$ cat src/rtl/ray_frame_scheduler.sv
// ray_frame_scheduler: walks a frame in raster order, running one tracer job per pixel
// and handing each hit/timeout/face result downstream over a valid/ready port.
module ray_frame_scheduler #(
  parameter int PX_BITS          = 6,
  parameter int PY_BITS          = 6,
  parameter int H_RES            = 40,
  parameter int V_RES            = 30,
  parameter int STEP_COUNT_WIDTH = 16,
  parameter int CNT_BITS         = 11
) (
  input  logic                        clock,
  input  logic                        reset_n,
  input  logic                        start,
  input  logic                        abort,
  input  logic [STEP_COUNT_WIDTH-1:0] cfg_max_steps,
  output logic                        busy,
  output logic                        frame_done,
  output logic [CNT_BITS-1:0]         hit_count,
  output logic                        setup_req,
  output logic [PX_BITS-1:0]          setup_px,
  output logic [PY_BITS-1:0]          setup_py,
  input  logic                        setup_ack,
  input  logic                        trace_ready,
  output logic                        job_loaded,
  output logic [STEP_COUNT_WIDTH-1:0] max_steps,
  input  logic                        trace_done,
  input  logic                        trace_hit,
  input  logic                        trace_timeout,
  input  logic [2:0]                  trace_face,
  output logic                        res_valid,
  input  logic                        res_ready,
  output logic [PX_BITS-1:0]          res_px,
  output logic [PY_BITS-1:0]          res_py,
  output logic                        res_hit,
  output logic                        res_timeout,
  output logic [2:0]                  res_face
);
  localparam logic [PX_BITS-1:0] X_LAST = PX_BITS'(H_RES - 1);
  localparam logic [PY_BITS-1:0] Y_LAST = PY_BITS'(V_RES - 1);
  typedef enum logic [2:0] {IDLE, SETUP, ISSUE, WAIT, OUTPUT, DRAIN} state_t;
  state_t                        state_q, state_d;
  logic [PX_BITS-1:0]            px_q, px_d, res_px_q, res_px_d;
  logic [PY_BITS-1:0]            py_q, py_d, res_py_q, res_py_d;
  logic [STEP_COUNT_WIDTH-1:0]   max_steps_q, max_steps_d;
  logic [CNT_BITS-1:0]           hit_count_q, hit_count_d;
  logic                          frame_done_q, frame_done_d;
  logic                          res_hit_q, res_hit_d, res_timeout_q, res_timeout_d;
  logic [2:0]                    res_face_q, res_face_d;
  always_comb begin
    state_d       = state_q;
    px_d          = px_q;
    py_d          = py_q;
    max_steps_d   = max_steps_q;
    hit_count_d   = hit_count_q;
    frame_done_d  = 1'b0;
    res_px_d      = res_px_q;
    res_py_d      = res_py_q;
    res_hit_d     = res_hit_q;
    res_timeout_d = res_timeout_q;
    res_face_d    = res_face_q;
    case (state_q)
      IDLE: if (start && !abort) begin
        state_d     = SETUP;
        px_d        = '0;
        py_d        = '0;
        hit_count_d = '0;
        max_steps_d = cfg_max_steps;
      end
      SETUP: state_d = abort ? IDLE : (setup_ack ? ISSUE : SETUP);
      ISSUE: state_d = abort ? IDLE : (trace_ready ? WAIT : ISSUE);
      // a done coinciding with abort already retired the job, so there is nothing to drain
      WAIT: if (abort) state_d = trace_done ? IDLE : DRAIN;
      else if (trace_done) begin
        state_d       = OUTPUT;
        res_px_d      = px_q;
        res_py_d      = py_q;
        res_hit_d     = trace_hit;
        res_timeout_d = trace_timeout;
        res_face_d    = trace_face;
      end
      OUTPUT: if (abort) state_d = IDLE;
      else if (res_ready) begin
        hit_count_d = (res_hit_q && !(&hit_count_q)) ? hit_count_q + CNT_BITS'(1) : hit_count_q;
        if (px_q == X_LAST && py_q == Y_LAST) begin
          frame_done_d = 1'b1;
          state_d      = IDLE;
        end else begin
          px_d    = (px_q == X_LAST) ? '0 : px_q + 1'b1;
          py_d    = (px_q == X_LAST) ? py_q + 1'b1 : py_q;
          state_d = SETUP;
        end
      end
      DRAIN: if (trace_done) state_d = IDLE;
      default: state_d = IDLE;
    endcase
  end
  always_ff @(posedge clock or negedge reset_n) begin
    if (!reset_n) begin
      state_q       <= IDLE;
      px_q          <= '0;
      py_q          <= '0;
      max_steps_q   <= '0;
      hit_count_q   <= '0;
      frame_done_q  <= 1'b0;
      res_px_q      <= '0;
      res_py_q      <= '0;
      res_hit_q     <= 1'b0;
      res_timeout_q <= 1'b0;
      res_face_q    <= '0;
    end else begin
      state_q       <= state_d;
      px_q          <= px_d;
      py_q          <= py_d;
      max_steps_q   <= max_steps_d;
      hit_count_q   <= hit_count_d;
      frame_done_q  <= frame_done_d;
      res_px_q      <= res_px_d;
      res_py_q      <= res_py_d;
      res_hit_q     <= res_hit_d;
      res_timeout_q <= res_timeout_d;
      res_face_q    <= res_face_d;
    end
  end
  assign busy        = state_q != IDLE;
  assign setup_req   = state_q == SETUP;
  assign job_loaded  = (state_q == ISSUE) && trace_ready;
  assign res_valid   = state_q == OUTPUT;
  assign frame_done  = frame_done_q;
  assign hit_count   = hit_count_q;
  assign setup_px    = px_q;
  assign setup_py    = py_q;
  assign max_steps   = max_steps_q;
  assign res_px      = res_px_q;
  assign res_py      = res_py_q;
  assign res_hit     = res_hit_q;
  assign res_timeout = res_timeout_q;
  assign res_face    = res_face_q;
endmodule

$ cat config.mk
export PLATFORM = sky130hd
export DESIGN_NAME = ray_frame_scheduler
export DESIGN_NICKNAME = d
export VERILOG_FILES = /design/src/rtl/ray_frame_scheduler.sv
export SDC_FILE = /design/constraint.sdc
export NUM_CORES = 1
export LEC_CHECK = 0
export CAP_MARGIN = 10
export CORE_ASPECT_RATIO = 0.9
export CORE_UTILIZATION = 50
export CTS_CLUSTER_DIAMETER = 60
export CTS_CLUSTER_SIZE = 14
export DETAILED_ROUTE_END_ITERATION = 12
export PLACE_DENSITY = 0.9
export REMOVE_ABC_BUFFERS = 1
export SLEW_MARGIN = 20
export SYNTH_ARGS = -nofsm -noshare
export SYNTH_HDL_FRONTEND = slang
export SYNTH_SLANG_ARGS = --single-unit
$ cat constraint.sdc
create_clock -name clock -period 4.1 [get_ports clock]
set_input_delay 0.82 -clock clock [delete_from_list [all_inputs] [get_ports clock]]
set_output_delay 0.82 -clock clock [all_outputs]
set_load 0.005 [all_outputs]
=== Word-level counts from Yosys, hierarchy flattened ===
Cells that the tools add are included.

* Eq/ne operators: 16
* Shift-type cells: 0
* Order comparisons: 0
* $mul: 0
* Div/mod/pow operators: 0
* Bitwise operators: 1
* Reductions and logical operators: 16
* $add $sub $neg: 3
* Multiplexer cells: 33

{| class="wikitable"
|+ Operators with widths
! kind !! number
|-
| two-way mux 6 bit || 9
|-
| two-way mux 11 bit || 4
|-
| one-hot mux 6 bit (2 select lines) || 2
|-
| one-hot mux 11 bit (2 select lines) || 1
|-
| two-way mux 3 bit || 7
|-
| one-hot mux 3 bit (6 select lines) || 1
|-
| adder 6 x 1 -> 6 bit (second input constant) || 2
|-
| adder 11 x 1 -> 11 bit (second input constant) || 1
|-
| AND reduction 11 bit || 1
|-
| AND reduction 5 bit || 2
|-
| inequality test 2 bit (second input constant) || 4
|-
| == test 3 x 2 -> 1 bit (second input constant) || 2
|-
| == test 3 bit (second input constant) || 2
|-
| == test 6 x 5 -> 1 bit (second input constant) || 1
|-
| == test 6 bit (second input constant) || 1
|-
| two-way mux 1 bit || 6
|-
| two-way mux 2 bit || 3
|-
| inequality test 2 x 1 -> 1 bit (second input constant) || 3
|-
| AND reduction 6 bit || 1
|-
| logical AND 1 bit || 4
|-
| AND reduction 4 bit || 1
|-
| == test 3 x 1 -> 1 bit (second input constant) || 1
|-
| logical NOT 3 bit || 1
|-
| inequality test 3 x 2 -> 1 bit (second input constant) || 1
|-
| other kinds (7) || 8
|}

* Memories kept: 0
* Input port bits: 29
* Latch bits: 0
* RAM bits: 0
* Output and inout port bits: 61
* Logic and storage cells: 80
* Bits in read-only memories: 0
* Bits in registers: 60

=== Depth between registers and ports, before layout ===
Gate-level depths: netlist of run 1.

* Depth in word-level cells: 7
* Depth in mapped cells: 9
* Gate-level depth less buffers: 7

=== Least setup slack after synthesis of run 1 ===
No wires, ideal clock.

* Path kind: input-to-reg
* Start point: input port abort
* End point: register res_face_q[2], in the netlist res_face[2]
* Slack: 1.948 ns
* Stages on the path: 6
* Buffers on the path: 2
* Data required time: 3.975 ns
* Setup time: 0.125 ns
* Arrival time: 2.027 ns
* Cells stage by stage: buf_2 -> nor2_1 -> nand2_1 -> nor2_2 -> buf_2 -> mux2_2

* Cells in the longest elaborated chain, start to end: 2

{| class="wikitable"
|+ Ends and longest elaborated chain
! item !! RTL line !! text
|-
| start: declaration || 14 || <nowiki>input logic abort,</nowiki>
|-
| NOT 1 bit (no line) || - ||
|-
| AND reduction 3 bit (no line) || - ||
|-
| end signal: assignment || 121 || <nowiki>res_face_q <= res_face_d;</nowiki>
|-
| end: declaration || 48 || <nowiki>logic [2:0] res_face_q, res_face_d;</nowiki>
|}

Every way passes these cells.
A chain may end at the register's enable or synchronous reset.

=== Final worst setup path of run 1 ===
* Start point: register state_q[1]
* End point: output port res_valid

* Cells in the longest elaborated chain, start to end: 1

{| class="wikitable"
|+ Ends and longest elaborated chain
! item !! RTL line !! text
|-
| start: declaration || 41 || <nowiki>state_t state_q, state_d;</nowiki>
|-
| start signal: assignment || 111 || <nowiki>state_q <= state_d;</nowiki>
|-
| == test 3 bit || 127 || <nowiki>assign res_valid = state_q == OUTPUT;</nowiki>
|-
| end: declaration || 30 || <nowiki>output logic res_valid,</nowiki>
|}

Every way passes these cells.

==> results of run 1 <==
power breakdown:
group	total (mW)	leakage [nW]	internal, mW	switching, mW
sequential	0.798	0.804	0.700	0.0975
clock	0.519	0.0983	0.306	0.213
combinational	0.526	0.863	0.303	0.223
total	1.84	1.77	1.31	0.533
routing by layer:
metal  GRT usage  vias to the layer above  part of all wire
li1            -                     1175                 -
met5           0                        -                 0
met2       0.414                      101              0.50
met4      0.0813                        0             0.018
met3      0.0957                       16             0.069
met1       0.318                     1220              0.42
cells in the final DEF, fill, tap and decap left out, types with 3 or more instances in the layout:
cell | synthesis | routed
sky130_fd_sc_hd__nor3b_1 | 3 | 3
sky130_fd_sc_hd__clkdlybuf4s50_1 | 0 | 88
sky130_fd_sc_hd__inv_1 | 5 | 5
sky130_fd_sc_hd__mux2_1 | 3 | 3
sky130_fd_sc_hd__o31ai_1 | 9 | 9
sky130_fd_sc_hd__a21oi_1 | 6 | 6
sky130_fd_sc_hd__dfrtp_1 | 60 | 60
sky130_fd_sc_hd__o211ai_1 | 3 | 3
sky130_fd_sc_hd__xnor2_1 | 3 | 3
sky130_fd_sc_hd__and3_1 | 4 | 4
sky130_fd_sc_hd__nand3_1 | 9 | 9
sky130_fd_sc_hd__clkbuf_8 | 0 | 11
sky130_fd_sc_hd__nor3_1 | 5 | 5
sky130_fd_sc_hd__nor2_1 | 10 | 10
sky130_fd_sc_hd__ha_1 | 4 | 4
sky130_fd_sc_hd__nand4_1 | 7 | 7
sky130_fd_sc_hd__nand2_1 | 69 | 69
sky130_fd_sc_hd__nand2b_1 | 3 | 3
sky130_fd_sc_hd__o21ai_0 | 14 | 14
sky130_fd_sc_hd__mux2_2 | 13 | 13
sky130_fd_sc_hd__and2_1 | 5 | 5
sky130_fd_sc_hd__or3_1 | 3 | 3
sky130_fd_sc_hd__and4_1 | 3 | 3
tightest hold or removal path, stage by stage (launching register included):
cell and delay [ps]:
sky130_fd_sc_hd__dfrtp_1 340, sky130_fd_sc_hd__nand2_1 50, sky130_fd_sc_hd__nand2_1 50
layout make-up:
cell class / instances / area, um^2
multi-input cells: 205 / 1240
fillers: 409 / 1410
well taps: 67 / 83.8
clock inverters: 2 / 35.0
inverters: 6 / 22.5
clock buffers: 12 / 155
flip-flops and latches: 60 / 1500
repair buffers: 91 / 901
per-stage QoR:
step	total power, mW	instance area (um^2)	util	std cells	hold WS (ps)
2_1_floorplan	0.992	2770	-	271	470
3_3_place_gp	1.31	3750	0.701	429	459
3_5_place_dp	1.33	3750	0.701	429	462
4_1_cts	1.86	3940	0.737	443	478
5_1_grt	1.95	3940	0.737	443	501
6_report	1.84	3940	0.737	443	474
cells by family (layout without fill, tap and decap cells):
logic type	count (synthesis)	in the layout	share of synthesized area
adders and majority gates	4	4	0.0176
muxes	18	18	0.0719
buffers and inverters	19	111	0.0326
AOI/OAI and AO/OA	46	46	0.104
and+or+nand+nor	133	133	0.232
xor gates and xnor gates	4	4	0.0124
DFF	60	60	0.529
state kept, by name, indices dropped and copies added (netlist names):
register     flops
max_steps       16
hit_count       11
res_px           6
res_py           6
setup_px         6
setup_py         6
res_face         3
state_q          3
frame_done       1
res_hit          1
res_timeout      1
worst max path at each step:
| stage | slack (ps) | depth (start not counted) | end |
|---|---|---|---|
| floorplan | 1660 | 5 | hit_count[5] |
| finish | 1010 | 4 | res_valid |
| CTS | 1000 | 4 | res_valid |
| global route | 940 | 4 | res_valid |
| detailed placement | 1050 | 6 | hit_count[2] |
| global placement | 1160 | 6 | hit_count[3] |
==> metrics, run 1 <==
count of pins over their slew limit 0; total half-perimeter wirelength after legalization and detailed placement 4.84 mm; Yosys warnings 0; critical-path cell with the highest stage delay sky130_fd_sc_hd__clkdlybuf4s50_1; post-DR vias/cell 5.67; number of hold violations in the final report 0; Total Negative Setup Slacks 0 ps; Critical Path Start state_q[1]; GRT Util Overall 0.257; Tcrit/Tclk final 0.754; worst clock skew 5.62 ps; later-pin clock latency in the skew report 330 ps; clock sinks 60; Synth Register Bits 60; root buffer selected by CTS sky130_fd_sc_hd__clkbuf_8; Hold Path Class flop to flop; worst slack at placement 1050 ps; P_leak 1.77 nW; Final Critical Period 3090 ps; most repeated cell in the gate-level netlist after synthesis sky130_fd_sc_hd__nand2_1; CP max FO 14; Top Family by Delay on Critical Path buffers and inverters; maximum clock rate 324 MHz; TritonCTS buffer count 9; share of async-settable or async-resettable flops after synthesis 1.00; CP Cell Sequence nor2_1, nand2_1, inv_2, clkdlybuf4s50_1; minimum setup slack among reg-to-reg paths 1630 ps; clock tree from TritonCTS yes; remaining number of nets flagged by the antenna check after routing 0; core footprint 5350 um^2; actual transition at the worst max-transition pin 864 ps; WP buf/inv 2; DIE HEIGHT 73.5 um; nature of the critical path startpoint flop; via count of the first global-routing pass 2462; number of cells on the worst reg-to-reg path 8; post-cts resize count 0; n_diodes 0; total of max-cap violations 0; startpoint of the worst-slack reg-to-reg timing path state_q[1]; number of violations reported at the end of detailed-routing iteration 0 104; count of hold-fix buffers inserted at cts 0; Netlist cell types 50; share of the synthesized area in the top cell type 0.529; TritonRoute pass-1 iters 4; ratio of cells with drive above 1 in the final layout 0.0957; final-stage net count 406; run status completed; element type at the critical path end output port; part of the Yosys area used for sequential elements 0.529; Port-buffer cells 89; number of top-level pins 90; remaining design rule violation count 0; source of the worst hold timing path max_steps[3]; Rel. slew slack 0.423; Reg-to-Reg End hit_count[7]; Remaining Overflow, GRT 0; synthesized instance count 284; final setup violation count 0; power density cells 468 nW/um^2; buffers from clock root to sink, at most 2; critical path arrival 2270 ps; initial antenna violation count 0; global-route wire length before repair 11.5 mm; synth top area cells sky130_fd_sc_hd__dfrtp_1, sky130_fd_sc_hd__nand2_1, sky130_fd_sc_hd__mux2_2, sky130_fd_sc_hd__o21ai_0, sky130_fd_sc_hd__o31ai_1; type of the worst setup path flop to output port; synthesized area per cell 9.99 um^2; critical path's largest stage delay 540 ps; Die Wd 81.4 um; total setup buffers inserted after CTS 0; wire length per cell after detailed routing 15.8 um; weighted congestion at the end of routability-driven global placement 0.840; dominant register cell in the synthesized netlist sky130_fd_sc_hd__dfrtp_1; Synth-to-Final Area Change 39.0%; summed instance area of the synthesized netlist 2840 um^2; Starting Density 0.530; largest voltage drop on the vdd net 0.343 mV; worst setup slack after layout 1010 ps; required time worst endpoint 3280 ps; list of most frequent post-synthesis cells sky130_fd_sc_hd__nand2_1, sky130_fd_sc_hd__dfrtp_1, sky130_fd_sc_hd__o21ai_0, sky130_fd_sc_hd__mux2_2, sky130_fd_sc_hd__nor2_1; clock-pin slew of the registers on the worst-case setup and hold paths 60 ps; via total after detailed routing 2512; # H-tree levels 3; Hold Crit Depth 2; detailed-route wire length 7.00 mm; pin count of the biggest net entering global routing 36; unrepaired setup endpoints after global routing no; end of the worst hold path max_steps[3]; Die Area 5980 um^2; number of synthesized flops with an enable pin 0; Yosys top cell by area sky130_fd_sc_hd__dfrtp_1; num rows 25
No activity file was read; power rests on OpenSTA's default activity.
==> run 2, diff against run 1 <==
CORE_UTILIZATION = 46   (was 50)
PLACE_DENSITY = 0.84   (was 0.9)
clock period = 2.9 ns   (was 4.1 ns; I/O delays follow)
==> metrics, run 2 (same netlist as run 1, synthesis figures left out) <==
nature of the critical path startpoint flop; initial antenna violation count 0 (unchanged); Die Area 6480 um^2 (+8.5%); P_leak 1.77 nW (+0.32%); worst clock skew 7.12 ps (+1.50 ps); num rows 26 (+4.0%); total half-perimeter wirelength after legalization and detailed placement 4.78 mm (-1.4%); clock sinks 60 (unchanged); weighted congestion at the end of routability-driven global placement 0.862 (+2.6%); Starting Density 0.487 (-0.0432); leading cell types in the layout, fill and taps excluded sky130_fd_sc_hd__clkdlybuf4s50_1, sky130_fd_sc_hd__nand2_1, sky130_fd_sc_hd__dfrtp_1; detailed-route wire length 6.73 mm (-3.8%); number of top-level pins 90 (unchanged); final setup violation count 0 (unchanged); Total Negative Setup Slacks 0 ps (unchanged); critical path arrival 1850 ps (-420 ps); clock tree from TritonCTS yes; root buffer selected by CTS sky130_fd_sc_hd__clkbuf_8; post-DR vias/cell 5.45 (-3.8%); number of violations reported at the end of detailed-routing iteration 0 117 (+13%); core footprint 5820 um^2 (+8.9%); Remaining Overflow, GRT 0 (unchanged); count of hold-fix buffers inserted at cts 0 (unchanged); Port-buffer cells 89 (unchanged); Tcrit/Tclk final 0.837; GRT Util Overall 0.227 (-0.0294); post-cts resize count 0 (unchanged); pin count of the biggest net entering global routing 40 (+11%); placed cell area 3790 um^2 (+1.1%); final-layout fill cell count 465 (+14%); global-route wire length before repair 11.5 mm (-0.12%); remaining design rule violation count 6 (+6); run status complete, but fails checks; TritonCTS buffer count 9 (unchanged); actual transition at the worst max-transition pin 521 ps (-344 ps); final core area utilization 0.677 (-0.0598); Cell Count Post-Placement 437 (+1.9%); power density cells 626 nW/um^2 (+34%); DIE HEIGHT 76.5 um (+4.1%); Synth-to-Final Area Change 39.0% (about the same); buffers from clock root to sink, at most 2 (unchanged); Final Critical Period 2430 ps; via total after detailed routing 2465 (-1.9%); Die Wd 84.8 um (+4.2%); ratio of cells with drive above 1 in the final layout 0.105 (+0.00897); total setup buffers inserted after CTS 0 (unchanged); element type at the critical path end output port; remaining number of nets flagged by the antenna check after routing 0 (unchanged); # H-tree levels 3 (unchanged); leading cell type in the layout, fill and taps excluded sky130_fd_sc_hd__clkdlybuf4s50_1; maximum clock rate 412 MHz; count of pins over their slew limit 0 (unchanged); TritonRoute pass-1 iters 9 (+5); number of hold violations in the final report 0 (unchanged); required time worst endpoint 2320 ps (-960 ps); CP max FO 14 (unchanged); final standard cell area without fillers 3940 um^2 (about the same); final-stage net count 411 (+1.2%); wire length per cell after detailed routing 14.9 um (-5.7%); unrepaired setup endpoints after global routing no; n_diodes 0 (unchanged); largest voltage drop on the vdd net 0.359 mV (+4.7%); Hold Path Class input pin to async pin; Rel. slew slack 0.653 (+0.230); number of cells on the worst reg-to-reg path 5 (-3); type of the worst setup path flop to output port; number of flip-flops under the largest register name 16 (unchanged); Non-Filler Instances 452 (+2.0%); violated checks design-rule violations; total of max-cap violations 0 (unchanged); later-pin clock latency in the skew report 330 ps (about the same); clock-pin slew of the registers on the worst-case setup and hold paths 60 ps (about the same); via count of the first global-routing pass 2420 (-1.7%)
run 2: cell count changes in the layout (fill, tap and decap cells not counted):
cell | previous run | this run
sky130_fd_sc_hd__clkinv_2 | 1 | 3
sky130_fd_sc_hd__clkbuf_8 | 11 | 9
sky130_fd_sc_hd__clkbuf_1 | 1 | 3
sky130_fd_sc_hd__buf_4 | 2 | 7
sky130_fd_sc_hd__bufinv_16 | 1 | 0
run 2: worst paths after layout:
kind                                      end  slack, ps          start
worst min-delay path             hit_count[7]        220        reset_n
worst max register to register    setup_py[4]        840     state_q[1]
max in group asynchronous           res_px[2]       1820        reset_n
worst min register to register  max_steps[13]        480  max_steps[13]
min in group clock              max_steps[13]        480  max_steps[13]
worst max-delay path                res_valid        470     state_q[1]
run 2: power breakdown:
part	leakage (nW)	internal, mW	switching, mW
Clock	0.0800	0.301	0.296
Combinational	0.887	0.439	0.305
Sequential	0.804	0.990	0.135
Total	1.77	1.73	0.737
run 2: final cells by class:
type	instances	area, um^2	share of cell area
multi-input cells	205	1240	0.315
flip-flops and latches	60	1500	0.381
repair buffers	96	938	0.238
inverters	6	22.5	0.00571
clock buffers	12	135	0.0343
clock inverters	3	15.0	0.00381
well taps	70	87.6	0.0222
run 2: per-layer routing:
metal	global-route usage	up-vias	wire (um)
met5	0	-	0
met4	0.0627	0	49
met3	0.0650	6	343
met2	0.367	81	3320
met1	0.299	1197	3020
li1	-	1181	-
run 2: stage by stage:
step | hold WS, ps | total power [mW] | setup slack (ps)
2_1_floorplan | 284 | 1.40 | 590
3_3_place_gp | 461 | 1.86 | 451
3_5_place_dp | 468 | 1.88 | 412
4_1_cts | 219 | 2.50 | 459
5_1_grt | 241 | 2.63 | 363
6_report | 220 | 2.47 | 474
run 2: critical path, cell delays in order (launching register included):
cell and delay (ps):
sky130_fd_sc_hd__dfrtp_1 510, sky130_fd_sc_hd__nor2_1 180, sky130_fd_sc_hd__nand2_1 110, sky130_fd_sc_hd__inv_2 180
sky130_fd_sc_hd__clkdlybuf4s50_1 530
